<file path="config.mk">
export PLATFORM = sky130hd
export DESIGN_NAME = ps2_kbd_src_flat
export DESIGN_NICKNAME = d
export VERILOG_FILES = /design/src/rtl/ps2_kbd_pkg.sv /design/src/rtl/ps2_kbd_src_if.sv /design/src/rtl/ps2_uknc_map.sv /design/src/rtl/ps2_kbd_src.sv /design/src/flat_wrapper.sv
export SDC_FILE = /design/constraint.sdc
export NUM_CORES = 1
export LEC_CHECK = 0
export ABC_AREA = 0
export CORE_UTILIZATION = 35
export CTS_CLUSTER_DIAMETER = 80
export CTS_CLUSTER_SIZE = 14
export DETAILED_ROUTE_END_ITERATION = 6
export PLACE_DENSITY = 0.5
export SYNTH_ARGS = -nofsm -noshare
export SYNTH_HDL_FRONTEND = slang
export SYNTH_SLANG_ARGS = --single-unit
</file>
<file path="constraint.sdc">
create_clock -name clk -period 2.2 [get_ports clk]
set_input_delay 0.66 -clock clk [delete_from_list [all_inputs] [get_ports clk]]
set_output_delay 0.66 -clock clk [all_outputs]
set_load 0.01 [all_outputs]
</file>
<file path="src/rtl/ps2_kbd_pkg.sv">
// ps2_kbd_pkg -- shared definitions for the PS/2 keyboard key source.
//   * set-2 prefix bytes (extended, break, pause)
//   * UKNC keycodes produced for the OSD menu
//   * frame receiver and key presentation FSM state types
package ps2_kbd_pkg;

    // Set-2 prefix bytes
    localparam logic [7:0] SC_E0 = 8'hE0;   // extended key prefix
    localparam logic [7:0] SC_F0 = 8'hF0;   // break (key release) prefix
    localparam logic [7:0] SC_E1 = 8'hE1;   // Pause key sequence start

    // Pause sends E1 followed by 7 more bytes that carry no useful key
    localparam logic [2:0] PAUSE_SKIP = 3'd7;

    // UKNC keycodes (octal, as documented for the UKNC keyboard)
    localparam logic [7:0] KC_UP    = 8'o154;
    localparam logic [7:0] KC_DOWN  = 8'o134;
    localparam logic [7:0] KC_LEFT  = 8'o116;
    localparam logic [7:0] KC_RIGHT = 8'o133;
    localparam logic [7:0] KC_ENTER = 8'o153;
    localparam logic [7:0] KC_ESC   = 8'o006;
    localparam logic [7:0] KC_TAB   = 8'o026;
    localparam logic [7:0] KC_RESET = 8'o004;

    typedef enum logic [1:0] {
        FR_IDLE,
        FR_DATA,
        FR_PAR,
        FR_STOP
    } frame_state_t;

    typedef enum logic [1:0] {
        PR_EMPTY,
        PR_SHOW,
        PR_GAP
    } pres_state_t;

endpackage

</file>
<file path="src/rtl/ps2_kbd_src_if.sv">
// ps2_kbd_src_if -- OSD key handshake.
//   press_btn : high while a key is presented (source -> OSD)
//   keycode   : UKNC keycode of the presented key, bit 7 always 0 (source -> OSD)
//   read_kbd  : acknowledge, rising edge pops the key (OSD -> source)
// master = keyboard source side, slave = OSD side.
interface ps2_kbd_src_if;
    logic       press_btn;
    logic [7:0] keycode;
    logic       read_kbd;

    modport master (
        output press_btn,
        output keycode,
        input  read_kbd
    );

    modport slave (
        input  press_btn,
        input  keycode,
        output read_kbd
    );
endinterface

</file>
<file path="src/rtl/ps2_uknc_map.sv">
// ps2_uknc_map -- combinational set-2 make code to UKNC keycode lookup.
//   ext      in  1  byte was preceded by E0
//   scancode in  8  make code byte
//   hit      out 1  code is mapped; when 0 the key is dropped
//   keycode  out 8  UKNC keycode (0 when hit=0)
module ps2_uknc_map
    import ps2_kbd_pkg::*;
(
    input  logic       ext,
    input  logic [7:0] scancode,
    output logic       hit,
    output logic [7:0] keycode
);

    always_comb begin
        hit     = 1'b1;
        keycode = 8'h00;
        case ({ext, scancode})
            9'h175:  keycode = KC_UP;
            9'h172:  keycode = KC_DOWN;
            9'h16B:  keycode = KC_LEFT;
            9'h174:  keycode = KC_RIGHT;
            9'h05A:  keycode = KC_ENTER;
            9'h076:  keycode = KC_ESC;
            9'h00D:  keycode = KC_TAB;
            9'h007:  keycode = KC_RESET;
            default: hit     = 1'b0;
        endcase
    end

endmodule

</file>
<file path="src/rtl/ps2_kbd_src.sv">
// ps2_kbd_src -- PS/2 keyboard to OSD key source.
// Receives PS/2 frames, decodes set-2 make codes (E0/F0/E1 prefixes),
// maps them to UKNC keycodes, queues them and presents one key at a time.
//   clk       in   system clock
//   nrst      in   synchronous reset, active high
//   ps2_clk   in   PS/2 clock line (asynchronous)
//   ps2_data  in   PS/2 data line (asynchronous)
//   kbd       if   master side of the press_btn/keycode/read_kbd handshake
//   frame_err out  one-cycle pulse on parity/start/stop error or timeout
//   overflow  out  sticky, a key was dropped because the queue was full
module ps2_kbd_src
    import ps2_kbd_pkg::*;
#(
    parameter int FIFO_DEPTH  = 4,
    parameter int FILTER_LEN  = 4,
    parameter int TIMEOUT_CYC = 50000
) (
    input  logic                clk,
    input  logic                nrst,
    input  logic                ps2_clk,
    input  logic                ps2_data,
    ps2_kbd_src_if.master       kbd,
    output logic                frame_err,
    output logic                overflow
);

    localparam int AW = (FIFO_DEPTH > 1) ? $clog2(FIFO_DEPTH) : 1;
    localparam int CW = AW + 1;
    localparam int FW = $clog2(FILTER_LEN + 1);

    // ------------------------------------------------------------------
    // Input synchronizers: bit 0 = ps2_clk, bit 1 = ps2_data
    // ------------------------------------------------------------------
    logic [1:0] line_raw;
    logic [1:0] line_sync;

    assign line_raw = {ps2_data, ps2_clk};

    for (genvar gi = 0; gi < 2; gi++) begin : g_sync
        logic s1_reg;
        logic s2_reg;
        // Lines idle high, so reset to the idle level
        always_ff @(posedge clk) begin
            if (nrst) begin
                s1_reg <= 1'b1;
                s2_reg <= 1'b1;
            end else begin
                s1_reg <= line_raw[gi];
                s2_reg <= s1_reg;
            end
        end
        assign line_sync[gi] = s2_reg;
    end

    logic clk_s;
    logic data_s;
    assign clk_s  = line_sync[0];
    assign data_s = line_sync[1];

    // ------------------------------------------------------------------
    // ps2_clk glitch filter and fall strobe
    // ------------------------------------------------------------------
    logic          filt_reg;
    logic [FW-1:0] filt_cnt_reg;
    logic          fall_reg;

    // Counts consecutive samples disagreeing with the filtered level; the
    // level flips on the FILTER_LEN-th one. The fall strobe is produced in
    // the same edge so it lines up with the new filtered level.
    always_ff @(posedge clk) begin
        if (nrst) begin
            filt_reg     <= 1'b1;
            filt_cnt_reg <= '0;
            fall_reg     <= 1'b0;
        end else begin
            fall_reg <= 1'b0;
            if (clk_s == filt_reg) begin
                filt_cnt_reg <= '0;
            end else if (filt_cnt_reg == FW'(FILTER_LEN - 1)) begin
                filt_reg     <= clk_s;
                filt_cnt_reg <= '0;
                fall_reg     <= ~clk_s;
            end else begin
                filt_cnt_reg <= filt_cnt_reg + FW'(1);
            end
        end
    end

    // ------------------------------------------------------------------
    // Frame FSM
    // ------------------------------------------------------------------
    frame_state_t fr_state_reg, fr_state_next;
    logic [7:0]   shift_reg, shift_next;
    logic [2:0]   bit_cnt_reg, bit_cnt_next;
    logic         par_reg, par_next;
    logic [15:0]  to_cnt_reg;
    logic         timeout;
    logic         byte_ok;
    logic         frame_bad;
    logic         byte_valid_reg;
    logic         frame_err_reg;

    assign timeout = (fr_state_reg != FR_IDLE) && !fall_reg &&
                     (to_cnt_reg == 16'(TIMEOUT_CYC - 1));

    always_comb begin
        fr_state_next = fr_state_reg;
        shift_next    = shift_reg;
        bit_cnt_next  = bit_cnt_reg;
        par_next      = par_reg;
        byte_ok       = 1'b0;
        frame_bad     = 1'b0;
        case (fr_state_reg)
            FR_IDLE: begin
                if (fall_reg) begin
                    if (!data_s) begin
                        fr_state_next = FR_DATA;
                        bit_cnt_next  = 3'd0;
                    end else begin
                        frame_bad = 1'b1;
                    end
                end
            end
            FR_DATA: begin
                if (fall_reg) begin
                    shift_next   = {data_s, shift_reg[7:1]};
                    bit_cnt_next = bit_cnt_reg + 3'd1;
                    if (bit_cnt_reg == 3'd7) begin
                        fr_state_next = FR_PAR;
                    end
                end
            end
            FR_PAR: begin
                if (fall_reg) begin
                    par_next      = data_s;
                    fr_state_next = FR_STOP;
                end
            end
            FR_STOP: begin
                if (fall_reg) begin
                    // Odd parity: XOR over data and parity bit must be 1
                    if (data_s && (^{shift_reg, par_reg})) begin
                        byte_ok = 1'b1;
                    end else begin
                        frame_bad = 1'b1;
                    end
                    fr_state_next = FR_IDLE;
                end
            end
            default: fr_state_next = FR_IDLE;
        endcase
        if (timeout) begin
            fr_state_next = FR_IDLE;
            frame_bad     = 1'b1;
        end
    end

    always_ff @(posedge clk) begin
        if (nrst) begin
            fr_state_reg   <= FR_IDLE;
            shift_reg      <= '0;
            bit_cnt_reg    <= '0;
            par_reg        <= 1'b0;
            to_cnt_reg     <= '0;
            byte_valid_reg <= 1'b0;
            frame_err_reg  <= 1'b0;
        end else begin
            fr_state_reg   <= fr_state_next;
            shift_reg      <= shift_next;
            bit_cnt_reg    <= bit_cnt_next;
            par_reg        <= par_next;
            byte_valid_reg <= byte_ok;
            frame_err_reg  <= frame_bad;
            if (fr_state_reg == FR_IDLE || fall_reg || timeout) begin
                to_cnt_reg <= '0;
            end else begin
                to_cnt_reg <= to_cnt_reg + 16'd1;
            end
        end
    end

    // ------------------------------------------------------------------
    // Scancode decode (shift_reg holds the received byte until the next
    // frame starts shifting, so it is valid during byte_valid_reg)
    // ------------------------------------------------------------------
    logic       ext_reg;
    logic       brk_reg;
    logic [2:0] skip_reg;
    logic       is_prefix;
    logic       map_hit;
    logic [7:0] map_code;
    logic       push_req;

    ps2_uknc_map u_map (
        .ext      (ext_reg),
        .scancode (shift_reg),
        .hit      (map_hit),
        .keycode  (map_code)
    );

    assign is_prefix = (shift_reg == SC_E0) || (shift_reg == SC_F0) ||
                       (shift_reg == SC_E1);
    assign push_req  = byte_valid_reg && (skip_reg == 3'd0) && !is_prefix &&
                       !brk_reg && map_hit;

    always_ff @(posedge clk) begin
        if (nrst) begin
            ext_reg  <= 1'b0;
            brk_reg  <= 1'b0;
            skip_reg <= '0;
        end else if (byte_valid_reg) begin
            if (skip_reg != 3'd0) begin
                skip_reg <= skip_reg - 3'd1;
                ext_reg  <= 1'b0;
                brk_reg  <= 1'b0;
            end else begin
                case (shift_reg)
                    SC_E0: ext_reg <= 1'b1;
                    SC_F0: brk_reg <= 1'b1;
                    SC_E1: begin
                        skip_reg <= PAUSE_SKIP;
                        ext_reg  <= 1'b0;
                        brk_reg  <= 1'b0;
                    end
                    default: begin
                        ext_reg <= 1'b0;
                        brk_reg <= 1'b0;
                    end
                endcase
            end
        end
    end

    // ------------------------------------------------------------------
    // Key FIFO
    // ------------------------------------------------------------------
    logic [7:0]    mem [FIFO_DEPTH];
    logic [AW-1:0] wr_ptr_reg;
    logic [AW-1:0] rd_ptr_reg;
    logic [CW-1:0] count_reg;
    logic          fifo_full;
    logic          fifo_empty;
    logic          pop;
    logic          do_push;
    logic          overflow_reg;

    assign fifo_full  = (count_reg == CW'(FIFO_DEPTH));
    assign fifo_empty = (count_reg == '0);
    // A pop in the same cycle frees a slot, so a full FIFO still accepts
    assign do_push    = push_req && (!fifo_full || pop);

    always_ff @(posedge clk) begin
        if (do_push) begin
            mem[wr_ptr_reg] <= map_code;
        end
    end

    always_ff @(posedge clk) begin
        if (nrst) begin
            wr_ptr_reg   <= '0;
            rd_ptr_reg   <= '0;
            count_reg    <= '0;
            overflow_reg <= 1'b0;
        end else begin
            if (do_push) begin
                wr_ptr_reg <= wr_ptr_reg + AW'(1);
            end
            if (pop) begin
                rd_ptr_reg <= rd_ptr_reg + AW'(1);
            end
            case ({do_push, pop})
                2'b10:   count_reg <= count_reg + CW'(1);
                2'b01:   count_reg <= count_reg - CW'(1);
                default: count_reg <= count_reg;
            endcase
            if (push_req && !do_push) begin
                overflow_reg <= 1'b1;
            end
        end
    end

    // ------------------------------------------------------------------
    // Presentation FSM
    // ------------------------------------------------------------------
    pres_state_t pr_state_reg, pr_state_next;
    logic        read_prev_reg;
    logic        read_rise;
    logic        load_key;
    logic [7:0]  keycode_reg;

    assign read_rise = kbd.read_kbd && !read_prev_reg;

    always_comb begin
        pr_state_next = pr_state_reg;
        pop           = 1'b0;
        load_key      = 1'b0;
        case (pr_state_reg)
            PR_EMPTY: begin
                if (!fifo_empty) begin
                    pr_state_next = PR_SHOW;
                    load_key      = 1'b1;
                end
            end
            PR_SHOW: begin
                if (read_rise) begin
                    pr_state_next = PR_GAP;
                    pop           = 1'b1;
                end
            end
            PR_GAP: begin
                // One cycle with press_btn low so every key gets a fresh edge
                if (!fifo_empty) begin
                    pr_state_next = PR_SHOW;
                    load_key      = 1'b1;
                end else begin
                    pr_state_next = PR_EMPTY;
                end
            end
            default: pr_state_next = PR_EMPTY;
        endcase
    end

    always_ff @(posedge clk) begin
        if (nrst) begin
            pr_state_reg  <= PR_EMPTY;
            read_prev_reg <= 1'b0;
            keycode_reg   <= '0;
        end else begin
            pr_state_reg  <= pr_state_next;
            read_prev_reg <= kbd.read_kbd;
            if (load_key) begin
                keycode_reg <= mem[rd_ptr_reg];
            end
        end
    end

    assign kbd.press_btn = (pr_state_reg == PR_SHOW);
    assign kbd.keycode   = {1'b0, keycode_reg[6:0]};
    assign frame_err     = frame_err_reg;
    assign overflow      = overflow_reg;

endmodule

</file>
<file path="src/flat_wrapper.sv">
// flat-port wrapper written by rule: the top's interface ports become plain ports
module ps2_kbd_src_flat import ps2_kbd_pkg::*;
#(
    parameter int FIFO_DEPTH  = 4,
    parameter int FILTER_LEN  = 4,
    parameter int TIMEOUT_CYC = 50000
)
  (clk, nrst, ps2_clk, ps2_data, frame_err, overflow, kbd_press_btn, kbd_keycode, kbd_read_kbd);
  ps2_kbd_src_if kbd_i ();
  input  logic clk;
  input  logic nrst;
  input  logic ps2_clk;
  input  logic ps2_data;
  output logic frame_err;
  output logic overflow;
  output wire logic [$bits(kbd_i.press_btn)-1:0] kbd_press_btn;
  output wire logic [$bits(kbd_i.keycode)-1:0] kbd_keycode;
  input wire logic [$bits(kbd_i.read_kbd)-1:0] kbd_read_kbd;
  assign kbd_press_btn = kbd_i.press_btn;
  assign kbd_keycode = kbd_i.keycode;
  assign kbd_i.read_kbd = kbd_read_kbd;
  ps2_kbd_src #(.FIFO_DEPTH(FIFO_DEPTH), .FILTER_LEN(FILTER_LEN), .TIMEOUT_CYC(TIMEOUT_CYC)) u_core (.clk(clk), .nrst(nrst), .ps2_clk(ps2_clk), .ps2_data(ps2_data), .kbd(kbd_i), .frame_err(frame_err), .overflow(overflow));
endmodule
</file>
==> results of run 1 <==
layout make-up:
type	instances	share of cell area, %
Sequential cell	87	40.46
Multi-Input combinational cell	269	38.89
Tap cell	140	3.547
Inverter	11	0.8361
Clock inverter	6	1.393
Timing Repair Buffer	61	10.24
Clock buffer	10	4.636
critical path: stages, from the launching register on:
cell	delay, ps
dfxtp_4	370
nand4bb_1	220
nand3b_1	220
and3_4	220
a21oi_4	180
nor2_2	70
fa_2	350
nor2_2	100
a22oi_2	90
mux2_4	310
repair_timing:
action | CTS | global route
resized for setup | 13 | 8
endpoints found under the setup margin | 13 | 27
hold buffers | 0 | 0
pin swaps | 2 | 1
layout by cell type (no fill, tap or decap), types with 6 or more instances in the layout:
cell / netlist / final
nand3_1: 17 / 17
buf_4: 3 / 46
edfxtp_1: 24 / 24
inv_1: 10 / 10
nor2_1: 56 / 54
mux2i_1: 9 / 9
or2_2: 6 / 6
clkbuf_16: 0 / 9
ha_1: 15 / 15
xnor2_1: 13 / 13
nor2b_1: 9 / 6
clkdlybuf4s50_1: 0 / 14
xor2_1: 11 / 11
dfxtp_1: 63 / 56
mux4_2: 6 / 6
nand2_1: 26 / 26
a21oi_1: 20 / 19
nand2b_1: 6 / 6
o21ai_0: 6 / 6
Yosys cell counts, types with 2 or more instances:
library cell  count  area share [%]
nand4_1           4            0.63
or3_1             3            0.47
a21o_1            3            0.57
nand4b_1          3            0.66
dfxtp_1          63              32
a32oi_1           2            0.44
nor3_1            3            0.38
and3b_1           2            0.44
buf_2             4            0.50
mux2_4            2            0.75
a21oi_1          20             2.5
ha_1             15             4.7
mux4_2            6             3.4
and2_1            7             1.1
nand2b_1          6            0.94
o21ai_1           2            0.25
nor2b_1           9             1.4
nand3b_1          3            0.57
mux2i_1           9             2.3
nor3b_1           5            0.94
o21ai_0           6            0.75
buf_4             3            0.57
clkbuf_1         10            0.94
nand3_1          17             2.1
xnor2_1          13             2.9
a311oi_1          3            0.66
nor2_1           56             5.3
xor2_1           11             2.4
o31ai_1           2            0.38
and3_1            2            0.31
nand2_1          26             2.4
or2_2             6            0.94
edfxtp_1         24              18
inv_1            10            0.94
metal layers:
layer	vias up	wire length (µm)	global-route usage [%]
met5	-	0	0
met3	15	186	3.706
met2	26	3877	25.32
li1	1457	-	-
met1	1311	3549	17.23
met4	0	181	7.915
power by group through the flow:
stage | clock (mW) | combinational (mW) | sequential (mW)
4_1_cts | 1.56 | 0.118 | 1.65
2_1_floorplan | 0 | 0.0826 | 1.69
6_report | 1.52 | 0.116 | 1.65
5_1_grt | 1.63 | 0.132 | 1.65
3_5_place_dp | 0 | 0.117 | 1.69
3_3_place_gp | 0 | 0.115 | 1.69
metrics by stage:
step / worst slack [ps] / utilization [%]
after floorplan: -12.56 / -
after global placement: -191.5 / 41.74
after detailed placement: -238.1 / 41.74
after CTS: -40.77 / 44.82
after global routing: -116.4 / 44.96
final: -30.71 / 44.96
path summary, 6_finish.rpt:
| kind | start | endpoint | slack [ps] | cells after the start |
|---|---|---|---|---|
| worst min register to register | u_core.g_sync[1].s1_reg | u_core.data_s | 410 | 1 |
| worst max register to register | u_core.ext_reg | u_core.count_reg[2] | -30 | 9 |
| worst max-delay path | u_core.ext_reg | u_core.count_reg[2] | -30 | 9 |
| worst min-delay path | u_core.g_sync[1].s1_reg | u_core.data_s | 410 | 1 |
cells by family after synthesis:
family | after synthesis | share of synthesized area, %
other cells | 1 | 0.09410
xor+xnor | 24 | 5.275
simple gates | 160 | 20.57
buf+inv | 30 | 3.422
mux | 17 | 6.405
fa+ha+maj | 16 | 5.212
flops | 87 | 49.73
compound gates | 51 | 9.294
==> results by group, run 1 <==
CTS
  – Clk slew on worst S/H paths: 60 ps
  – Max Root-Sink Buffers: 2
  – H-tree Lvls: 3
  – Worst skew pair latency: 340 ps
  – Sink Count: 87
  – Postcts setup bufs: 0
  – CTS buffer count: 9
  – CTS tree: built
  – CTS Root Cell: clkbuf_16

Power
  – Switching Fraction: 21.73%
  – Final Power: 3.287 mW
  – Worst IR Drop VDD: 0.4411 mV
  – Pleak: 1.798 nW
  – NetSw: 0.7141 mW
  – Pwr dens: 665.5 mW/mm²
  – Internal: 2.573 mW
  – Combinational share of power: 3.5%
  – Flop pwr share: 50.3%
  – Clock share of power: 46.2%

Outcome
  – Failing checks: setup timing
  – Status: complete, but fails checks

GRT
  – GRT Residual Overflow: 0
  – First-pass GRT wire length: 13250 µm
  – Initial antenna violation count: 0
  – GRT Util Overall: 14.90%
  – Largest net degree at the start of global routing: 36
  – Vias in the first global route: 2802

STA
  – Slew headroom: 53.87%
  – F_max: 448.3 MHz
  – Final setup viols: 1
  – RSZ-0062 raised after global routing: yes
  – Fin Clk Skew: 6.723 ps
  – Hold Violations, Final: 0
  – Fin Setup TNS: -30.71 ps
  – Worst slew pin tran: 686.2 ps
  – Final setup margin: -30.71 ps
  – Period utilization: 101.4%
  – Worst hold slack: 410.0 ps
  – Max-slew violations: 0
  – Fin crit period: 2231 ps

Finish
  – Multi-input logic area: 0.001921 mm²
  – Final Cell Area: 0.004938 mm²
  – Inserted Diodes: 0
  – FF+latch area: 0.001998 mm²
  – Layout fillers: 1061
  – Fraction of layout cells with a size suffix above 1: 23.42%
  – Final std cells w/o fill: 584
  – Max reg flops: 24
  – Final Net Count: 460
  – Synth-to-Final Area Change: 23.92%

Synth
  – Mapped Cells: 386
  – Ys flop type: dfxtp_1
  – Synthesized area per cell: 10.32 µm²
  – Yosys reg bits: 87
  – Post-synth EDFFs: 24
  – Syn. warnings: 0
  – Syn_nets: 407
  – Netlist cell types: 60
  – Post-synthesis sequential area ratio: 49.73%
  – Post-synth ARST share: 0%
  – Synth Cell Area: 0.003985 mm²

Setup path
  – CP Capture Type: flop
  – Critical Path RT: 2430 ps
  – Worst-path maximum fanout: 7
  – Type of the worst setup path: flop to flop
  – Data arrival time of the worst path: 2460 ps
  – Startpoint types: flop

Placed design
  – Placed insts: 568
  – Dpl hpwl: 5782 µm
  – RePlAce Congestion: 0.7428
  – Placed inst area: 0.004584 mm²
  – Port Buffers: 14

Detailed routing
  – Antenna-violating nets left: 0
  – Final wirelength: 7795 µm
  – Avg WL per Cell: 13.35 µm
  – Routed vias/inst: 4.810
  – Via Count: 2809
  – Starting DRT DRC Count: 70
  – Router iterations before antenna repair: 4
  – DRC Markers: 0

Floorplan
  – Die area: 0.01182 mm²
  – Row count: 38
  – Total core area: 0.01098 mm²
  – I/O pin count: 16
  – Initial core utilization: 36.28%
  – Die Wd: 108.7 µm
  – Die H: 108.7 µm

Min path
  – HP Class: flop to flop

Flow run
  – MaxCap Viol Count: 0
No activity file was read; power rests on OpenSTA's default activity.
==> run 2, diff against run 1 <==
--- a/config.mk
+++ b/config.mk
@@ -10,6 +10,7 @@
 export CTS_CLUSTER_DIAMETER = 80
 export CTS_CLUSTER_SIZE = 14
 export DETAILED_ROUTE_END_ITERATION = 6
+export GPL_TIMING_DRIVEN = 0
 export PLACE_DENSITY = 0.5
 export SYNTH_ARGS = -nofsm -noshare
 export SYNTH_HDL_FRONTEND = slang
==> run 2 against run 1 <==
Effect of this change: the flow still finishes with violations (setup timing); die area is the same; cell count down 3.3%; critical path depth is 1 higher; register-to-register slack hardly changed; clock skew grew 0.64 ps; global-route usage hardly changed; sequential share of layout area rose by 0.92 points; worst hold slack gained 1.6 ps; first-iteration DRC count grew 30%; utilization shrank 1.1 points; via count fell by 1.0%; flip-flop and latch count unchanged.
==> results by group, run 2 (synthesized netlist as in run 1, its figures left out) <==
Setup path
  – R2r setup slk: -50 ps (about the same)
  – CP Capture Type: flop
  – Worst-path maximum fanout: 6 (-1)
  – Startpoint types: flop
  – Worst-case reg-to-reg path depth: 10 (+1)
  – Worst r2r dst: u_core.count_reg[2]
  – Worst Setup SP: u_core.shift_reg[4]
  – Type of the worst setup path: flop to flop
  – Reg2reg start: u_core.shift_reg[4]
  – Data arrival time of the worst path: 2480 ps (+20 ps)
  – CP endpoint: u_core.count_reg[2]
  – Critical Path RT: 2440 ps (about the same)

Finish
  – Multi-input logic area: 0.001984 mm² (+3.3%)
  – FF+latch area: 0.001993 mm² (-0.25%)
  – Inserted Diodes: 0 (unchanged)
  – Layout fillers: 1075 (+1.3%)
  – Final Net Count: 441 (-4.1%)
  – Max reg flops: 24 (unchanged)
  – Most common cell after layout, fill and taps aside: dfxtp_1
  – Final std cells w/o fill: 565 (-3.3%)
  – Fraction of layout cells with a size suffix above 1: 19.53% (-3.9 points)
  – Commonest cells after routing, fill and taps aside: dfxtp_1, nor2_1, nand2_1, edfxtp_1, a21oi_1
  – Synth-to-Final Area Change: 20.88%
  – Final Cell Area: 0.004817 mm² (-2.5%)

Floorplan
  – Die H: 108.7 µm (unchanged)
  – Die area: 0.01182 mm² (unchanged)
  – Row count: 38 (unchanged)
  – Die Wd: 108.7 µm (unchanged)
  – Total core area: 0.01098 mm² (unchanged)
  – I/O pin count: 16 (unchanged)
  – Initial core utilization: 36.28% (unchanged)

Power
  – Pleak: 1.684 nW (-6.4%)
  – Worst IR Drop VDD: 0.4539 mV (+2.9%)
  – Pwr dens: 690.6 mW/mm² (+3.8%)

CTS
  – Hold Buf Count CTS: 0 (unchanged)
  – Sink Count: 87 (unchanged)
  – H-tree Lvls: 3 (unchanged)
  – Clk slew on worst S/H paths: 70 ps (about the same)
  – Worst skew pair latency: 340 ps (about the same)
  – Max Root-Sink Buffers: 2 (unchanged)
  – CTS buffer count: 9 (unchanged)
  – CTS tree: built
  – CTS Root Cell: clkbuf_16

STA
  – Fin crit period: 2246 ps (+14.81 ps)
  – Max-slew violations: 0 (unchanged)
  – Final setup margin: -45.52 ps (-14.81 ps)
  – Period utilization: 102.1% (+0.67 points)
  – Final setup viols: 1 (unchanged)
  – RSZ-0062 raised after global routing: yes
  – Worst slew pin tran: 845.1 ps (+158.9 ps)
  – Fin Clk Skew: 7.358 ps (+0.6352 ps)
  – Hold Violations, Final: 0 (unchanged)
  – F_max: 445.3 MHz (-0.66%)
  – Slew headroom: 43.45% (-10 points)

Detailed routing
  – Final wirelength: 8077 µm (+3.6%)
  – Avg WL per Cell: 14.30 µm (+7.1%)
  – Router iterations before antenna repair: 4 (unchanged)
  – Routed vias/inst: 4.922 (+2.3%)
  – Via Count: 2781 (-1.0%)
  – Starting DRT DRC Count: 91 (+30%)
  – DRC Markers: 0 (unchanged)
  – Antenna-violating nets left: 0 (unchanged)

GRT
  – Largest net degree at the start of global routing: 17 (-53%)
  – GRT Residual Overflow: 0 (unchanged)
  – First-pass GRT wire length: 13060 µm (-1.5%)
  – Vias in the first global route: 2593 (-7.5%)
  – GRT Util Overall: 14.85% (-0.042 points)
  – Initial antenna violation count: 0 (unchanged)

Placed design
  – Dpl hpwl: 5525 µm (-4.4%)
  – Placed inst area: 0.004310 mm² (-6.0%)
  – Placed insts: 539 (-5.1%)
  – RePlAce Congestion: 0.7540 (+1.5%)
  – Port Buffers: 13 (-1)

Flow run
  – MaxCap Viol Count: 0 (unchanged)

Outcome
  – Status: complete, but fails checks
  – Failing checks: setup timing

Min path
  – HP Class: flop to flop
## run 2: cell types whose count changed in the layout (fill, tap and decap cells not counted), sizes merged
cell / before / now
buf: 47 / 19
clkbuf: 10 / 19
clkdlybuf4s50: 14 / 12
clkinv: 2 / 4
clkinvlp: 2 / 0
dlygate4sd2: 0 / 1
inv: 12 / 13
## run 2: worst min-delay path by stage
stage	startpoint	end	slack, ps	depth (start not counted)
floorplan	u_core.g_sync[0].s1_reg	u_core.clk_s	390	1
finish	u_core.g_sync[1].s1_reg	u_core.data_s	410	1
global placement	u_core.g_sync[0].s1_reg	u_core.clk_s	400	1
global route	u_core.g_sync[0].s1_reg	u_core.clk_s	430	1
detailed placement	u_core.g_sync[1].s1_reg	u_core.data_s	400	1
CTS	u_core.g_sync[1].s1_reg	u_core.data_s	420	1
## run 2: layout make-up
cell class                 instances  share of cell area [%]
clock buffer                       9                   4.675
multi-input combinational        269                   41.19
clock inverter                     7                   1.636
buffer                            18                   2.234
inverter                          11                  0.8571
tap                              140                   3.636
sequential                        87                   41.38
timing repair buffer              24                   4.390
## run 2: worst max-delay path: stages (launching register included)
cell and delay (ps):
dfxtp_2 330, buf_6 120, inv_2 50, o41a_1 330
o21a_4 230, a21oi_4 150, nor2_1 70, fa_2 360
nor2_2 100, a22oi_2 80, mux2_4 310
## run 2: timing repair
action / CTS / global route
resized for setup: 29 / 10
pin swaps: 6 / 6
setup buffers: 6 / 5
endpoints found under the setup margin: 38 / 37
## run 2: routing by layer
metal  GRT usage, %  up-vias  wire (µm)
met2          24.28       26       3808
met1          18.54     1330       3924
met4          4.054        0         89
met5              0        -          0
li1               -     1416          -
met3          5.200        9        255
## run 2: stage by stage
stage | power (mW) | util, % | hold slack, ps | TNS [ps] | worst slack [ps]
2_1_floorplan | 1.773 | - | 389.5 | -12.56 | -12.56
6_report | 3.326 | 43.86 | 411.6 | -45.52 | -45.52
5_1_grt | 3.453 | 43.86 | 430.8 | -857.1 | -111.8
3_3_place_gp | 1.808 | 39.25 | 395.9 | -15920 | -508.8
4_1_cts | 3.367 | 43.18 | 418.4 | -82.74 | -82.74
3_5_place_dp | 1.809 | 39.25 | 403.9 | -17120 | -544.8
## run 2: power breakdown
part / total (mW) / switching, mW / internal (mW) / leakage [nW]
registers: 1.66 / 0.00985 / 1.65 / 0.754
logic: 0.116 / 0.0764 / 0.0396 / 0.780
clock network: 1.56 / 0.663 / 0.892 / 0.150
total: 3.33 / 0.750 / 2.58 / 1.68
==> run 3, diff against run 2 <==
--- a/config.mk
+++ b/config.mk
@@ -12,6 +12,7 @@
 export DETAILED_ROUTE_END_ITERATION = 6
 export GPL_TIMING_DRIVEN = 0
 export PLACE_DENSITY = 0.5
+export RECOVER_POWER = 25
 export SYNTH_ARGS = -nofsm -noshare
 export SYNTH_HDL_FRONTEND = slang
 export SYNTH_SLANG_ARGS = --single-unit
==> results of run 3 <==
The final DEF is identical to that of run 2; final timing and power are the same.
